<file path="src/rtl/core.sv">
// rtl/core.sv - shared core types for branch predictor feedback
package core;
    localparam int PC_W = 32;

    typedef struct packed {
        logic            valid;
        logic [PC_W-1:0] base_pc;
        logic            branch_taken;
    } branch_pred_fb_t;

    typedef struct packed {
        logic [PC_W-1:0] base_pc;
        logic            branch_taken;
    } branch_fb_entry_t;
endpackage

</file>
<file path="src/rtl/branch_fb_arbiter_rr_arbiter.sv">
// rtl/branch_fb_arbiter_rr_arbiter.sv - round-robin one-hot grant starting at ptr
module rr_arbiter #(
    parameter int n = 3
) (
    input  logic [n-1:0]         req,
    input  logic [$clog2(n)-1:0] ptr,
    input  logic                 allow,
    output logic [n-1:0]         gnt
);
    logic found;

    // Priority order is ptr, ptr+1, ... wrapping; the first requester in that order wins.
    always_comb begin
        gnt   = '0;
        found = 1'b0;
        for (int k = 0; k < n; k++) begin
            for (int i = 0; i < n; i++) begin
                if (allow && !found && req[i] && (i == (int'(ptr) + k) % n)) begin
                    gnt[i] = 1'b1;
                    found  = 1'b1;
                end
            end
        end
    end
endmodule

</file>
<file path="src/rtl/branch_fb_arbiter.sv">
// rtl/branch_fb_arbiter.sv - serialises branch feedback from several paths into one port
// Optional pop/drop statistics counters enabled by BRANCH_FB_STATS_EN.
module branch_fb_arbiter
    import core::*;
#(
    parameter int fb_ports    = 3,
    parameter int queue_depth = 4,
    parameter int pc_width    = 32
) (
    input  logic                               clk,
    input  logic                               rst,
    input  logic                               en,
    input  logic                               flush,
    input  logic [fb_ports-1:0]                fb_valid,
    input  logic [fb_ports-1:0][pc_width-1:0]  fb_base_pc,
    input  logic [fb_ports-1:0]                fb_taken,
    output logic [fb_ports-1:0]                fb_ready,
    output branch_pred_fb_t                    pred_fb
`ifdef BRANCH_FB_STATS_EN
    ,
    output logic [31:0]                        stat_fb_cnt,
    output logic [31:0]                        stat_drop_cnt
`endif
);
    localparam int PW = $clog2(queue_depth);
    localparam int RW = $clog2(fb_ports);

    typedef logic [PW-1:0] ptr_t;
    typedef logic [PW:0]   cnt_t;

    localparam cnt_t FULL = cnt_t'(queue_depth);

    ptr_t             rd_ptr;
    ptr_t             wr_ptr;
    cnt_t             count;
    logic [RW-1:0]    rr_ptr;
    logic [RW-1:0]    rr_next;
    branch_fb_entry_t mem [queue_depth];
    branch_fb_entry_t acc_entry;
    logic             allow;
    logic             accept;
    logic             pop;

    // Full test uses the pre-pop count so ready never depends on the consumer.
    assign allow  = en && !flush && !rst && (count != FULL);
    assign pop    = en && !flush && !rst && (count != '0);
    assign accept = |(fb_ready & fb_valid);

    rr_arbiter #(.n(fb_ports)) u_rr (
        .req   (fb_valid),
        .ptr   (rr_ptr),
        .allow (allow),
        .gnt   (fb_ready)
    );

    always_comb begin
        acc_entry = '0;
        rr_next   = rr_ptr;
        for (int i = 0; i < fb_ports; i++) begin
            if (fb_ready[i]) begin
                acc_entry.base_pc      = fb_base_pc[i];
                acc_entry.branch_taken = fb_taken[i];
                rr_next                = RW'((i + 1) % fb_ports);
            end
        end
    end

    assign pred_fb.valid        = pop;
    assign pred_fb.base_pc      = pop ? mem[rd_ptr].base_pc : '0;
    assign pred_fb.branch_taken = pop ? mem[rd_ptr].branch_taken : 1'b0;

    always_ff @(posedge clk) begin
        if (accept) begin
            mem[wr_ptr] <= acc_entry;
        end
    end

    always_ff @(posedge clk) begin
        if (rst) begin
            count  <= '0;
            rd_ptr <= '0;
            wr_ptr <= '0;
            rr_ptr <= '0;
        end else if (flush) begin
            count  <= '0;
            rd_ptr <= '0;
            wr_ptr <= '0;
        end else begin
            if (accept) begin
                wr_ptr <= wr_ptr + 1'b1;
                rr_ptr <= rr_next;
            end
            if (pop) begin
                rd_ptr <= rd_ptr + 1'b1;
            end
            case ({accept, pop})
                2'b10:   count <= count + 1'b1;
                2'b01:   count <= count - 1'b1;
                default: count <= count;
            endcase
        end
    end

`ifdef BRANCH_FB_STATS_EN
    logic [32:0] drop_sum;

    assign drop_sum = {1'b0, stat_drop_cnt} + 33'(count);

    always_ff @(posedge clk) begin
        if (rst) begin
            stat_fb_cnt   <= '0;
            stat_drop_cnt <= '0;
        end else begin
            if (pop && (stat_fb_cnt != '1)) begin
                stat_fb_cnt <= stat_fb_cnt + 1'b1;
            end
            if (flush) begin
                stat_drop_cnt <= drop_sum[32] ? '1 : drop_sum[31:0];
            end
        end
    end
`endif
endmodule

</file>
<file path="config.mk">
export PLATFORM = sky130hd
export DESIGN_NAME = branch_fb_arbiter
export DESIGN_NICKNAME = d
export VERILOG_FILES = /design/src/rtl/core.sv /design/src/rtl/branch_fb_arbiter_rr_arbiter.sv /design/src/rtl/branch_fb_arbiter.sv
export SDC_FILE = /design/constraint.sdc
export NUM_CORES = 1
export LEC_CHECK = 0
export ABC_CLOCK_PERIOD_IN_PS = 7950
export CAP_MARGIN = 20
export CORE_MARGIN = 5
export CORE_UTILIZATION = 30
export CTS_BUF_LIST = sky130_fd_sc_hd__clkbuf_4
export DETAILED_ROUTE_END_ITERATION = 10
export GPL_TIMING_DRIVEN = 0
export PLACE_DENSITY_LB_ADDON = 0.05
export SYNTH_ARGS = -nofsm -noshare
export SYNTH_HDL_FRONTEND = slang
export SYNTH_HIERARCHICAL = 1
export SYNTH_SLANG_ARGS = --single-unit
</file>
<file path="constraint.sdc">
create_clock -name clk -period 7.95 [get_ports clk]
set_clock_uncertainty 0.05 [all_clocks]
set_input_delay 1.59 -clock clk [delete_from_list [all_inputs] [get_ports clk]]
set_output_delay 1.59 -clock clk [all_outputs]
set_load 0.1 [all_outputs]
</file>
==> run summary <==
Hold buffers post-CTS: 0
Worst min path class: reg -> reg
Syn_area_per_cell: 15.4 um^2
Leak: 2.63 nW
Routed Antenna Nets: 0
DR vias/cell: 4.73
Worst-case hold slack: 0.435 ns
Most frequent cell after synthesis: edfxtp_1
Most used cell, CP: clkdlybuf4s50_1
DIE AREA: 24000 um^2
Initial DRC Count: 199
Non-filler instance count after layout: 861
Initial antenna violation count: 1
Cell family with most CP delay: buffers and inverters
Crit end category: output pin
Worst-path clk slew: 0.11 ns
IO buf count: 142
CTS root buf: clkbuf_4
Post-DP HPWL: 11900 um
HP Start: rd_ptr[1]
Final Slew Violations: 0
DRC Markers: 0
Grt total ovfl: 0
Chip height: 155 um
CP cell instances: clkdlybuf4s50_1 -> or3b_1 -> a31oi_1 -> nand3_1 -> a221oi_1 -> clkdlybuf4s50_1
Crit path launch type: input port
Peak per-stage delay on the critical path: 1.32 ns
Max frequency: 143 MHz
Max-cap violations: 0
Worst Tran Pin Value: 1.23 ns
H-tree levels: 4
First-pass GRT wire length: 25300 um
Yosys top cell by area: edfxtp_1
NumNets Final: 687
Post-synth EDFFs: 132
Syn Std Cell Area: 6290 um^2
Die width: 155 um
Data required, critical path: 6.31 ns
Max IR drop VDD: 0.0000999 V
Drt first pass iters: 4
Share of cells above drive strength 1: 14.2%
Post-CTS resize count: 0
Cell with the largest stage delay on the worst path: clkdlybuf4s50_1
RD Place Congestion: 0.729
Register area share after synthesis: 66.5%
CTS buffer count: 17
Clock Latency Late Sink: 0.52 ns
Synth top cells by count: 132 x edfxtp_1, 37 x nand2_1, 35 x o21ai_0, 33 x mux4_2, 33 x nor2b_1
Post-CTS Setup Inserts: 0
Yosys Warn Count: 6
Period utilization: 87.9%
Area share of the largest cell type after synthesis: 63.0%
Setup tns final: 0 ns
Critical-path maximum fanout: 8
Fill cells: 1982
Worst slew margin: 18.2%
GR Util All Layers: 14.3%
Final hold viol count: 0
Wirelength, routed: 16900 um
Final setup fails: 0
Unique masters post-synth: 38
Setup crit start: flush
Num rows: 53
CTS tree: done
Largest net degree at the start of global routing: 26
PwrDens: 165 nW/um^2
Power, Total: 1.40 mW
Post-synthesis cell count: 408
Bufs and invs on worst path: 2
CP arrival: 5.35 ns
FF+latch count, synth: 143
Core Region: 20800 um^2
Starting Density: 30.2%
Via count: 4073
Unrepaired setup endpoints after global routing: false
Area contributors post-synth: edfxtp_1 63%, mux4_2 12%, a22oi_1 3.7%, dfxtp_1 3.5%, nor2b_1 3.3%
Top_reg_cell synth: edfxtp_1
Placed cells: 829
RR Startpoint: count[0]
CTS sink cnt: 143
Critical path class: in -> out
Status: finished clean
Vias in the first global route: 4288
Routed WL per cell: 19.6 um
Layout area overhead: 34.6%
FFs w/ async S/R, synth: 0%
Max Buffers Root-to-Sink: 2
Tmin final: 6.99 ns
Mapped Nets: 522
I/O pin cnt: 143
[path summary, 6_finish.rpt]
| kind | to | slack [ns] | cells past startpoint |
|---|---|---|---|
| max | fb_ready[2] | 0.96 | 6 |
| min reg2reg | flop | 0.43 | 1 |
| max reg2reg | mem[0][23] | 4.24 | 8 |
| min | flop | 0.43 | 1 |
[through the flow]
stage / setup WS [ns] / util (%) / area [um^2]
finish: 0.963 / 40.7 / 8470
global placement: 0.0789 / 38.7 / 8060
global route: 0.706 / 40.7 / 8470
CTS: 0.981 / 40.7 / 8470
floorplan: 0.556 / - / 6290
detailed placement: 0.987 / 39.2 / 8170
[metal layers]
metal  up-vias  routed length [um]  global-route usage, %
met5         -                   0                      0
met4         0                 127                   3.41
met3         7                 836                   4.00
met2       104                8840                   25.2
met1      2041                7070                   17.3
li1       1921                   -                      -
[where the power goes]
part | internal [mW] | switching, mW
clock network | 0.242 | 0.250
registers | 0.818 | 0.000506
logic | 0.0538 | 0.0312
total | 1.11 | 0.281
[layout make-up]
cell class	count	area, um^2	area share (%)
plain buffers	28	133	1.57
multi-input cells	228	1970	23.3
diodes	1	2.50	0.0295
clock buffers	17	128	1.51
flip-flops and latches	143	4180	49.4
inverters	9	33.8	0.399
well taps	275	344	4.06
repair buffers	146	1500	17.7
clock inverters	14	173	2.04
[placed cells by master, fill, tap and decap left out, types with 11 or more instances in the layout]
| cell | count |
|---|---|
| clkbuf_4 | 17 |
| nand2_1 | 37 |
| edfxtp_1 | 132 |
| clkbuf_1 | 13 |
| o21ai_0 | 35 |
| a22oi_1 | 31 |
| dfxtp_1 | 11 |
| clkdlybuf4s50_1 | 142 |
| mux4_2 | 33 |
| nor2b_1 | 29 |
[state kept, by name, indices dropped and copies added, names as in the netlist, named ones only]
| name | count |
|---|---|
| rr_ptr | 2 |
| mem | 132 |
| count | 3 |
| rd_ptr | 2 |
| wr_ptr | 2 |
[worst reg2reg max path: stages (launching register included)]
cell and delay [ns]:
dfxtp_1 0.40, inv_1 0.10, a31oi_1 0.37, nand3_1 0.15
a221oi_1 0.97, clkbuf_1 0.52, clkbuf_1 0.57, nand2_1 0.10
o21ai_0 0.23
[logic make-up (layout without fill, tap and decap cells)]
family                   count (synthesis)  in the layout  share of synthesized area (%)
other                                    0              1                              0
flip-flops                             143            143                           66.5
multiplexers                            36             36                           12.3
buffers and inverters                   37            214                           2.64
AND/OR/NAND/NOR                         99             99                           8.23
AO/OA/AOI/OAI                           82             82                           8.19
adder cells (fa/ha/maj)                  8              8                           1.71
XOR/XNOR                                 3              3                          0.418
Power figures use the tool's default switching activity.
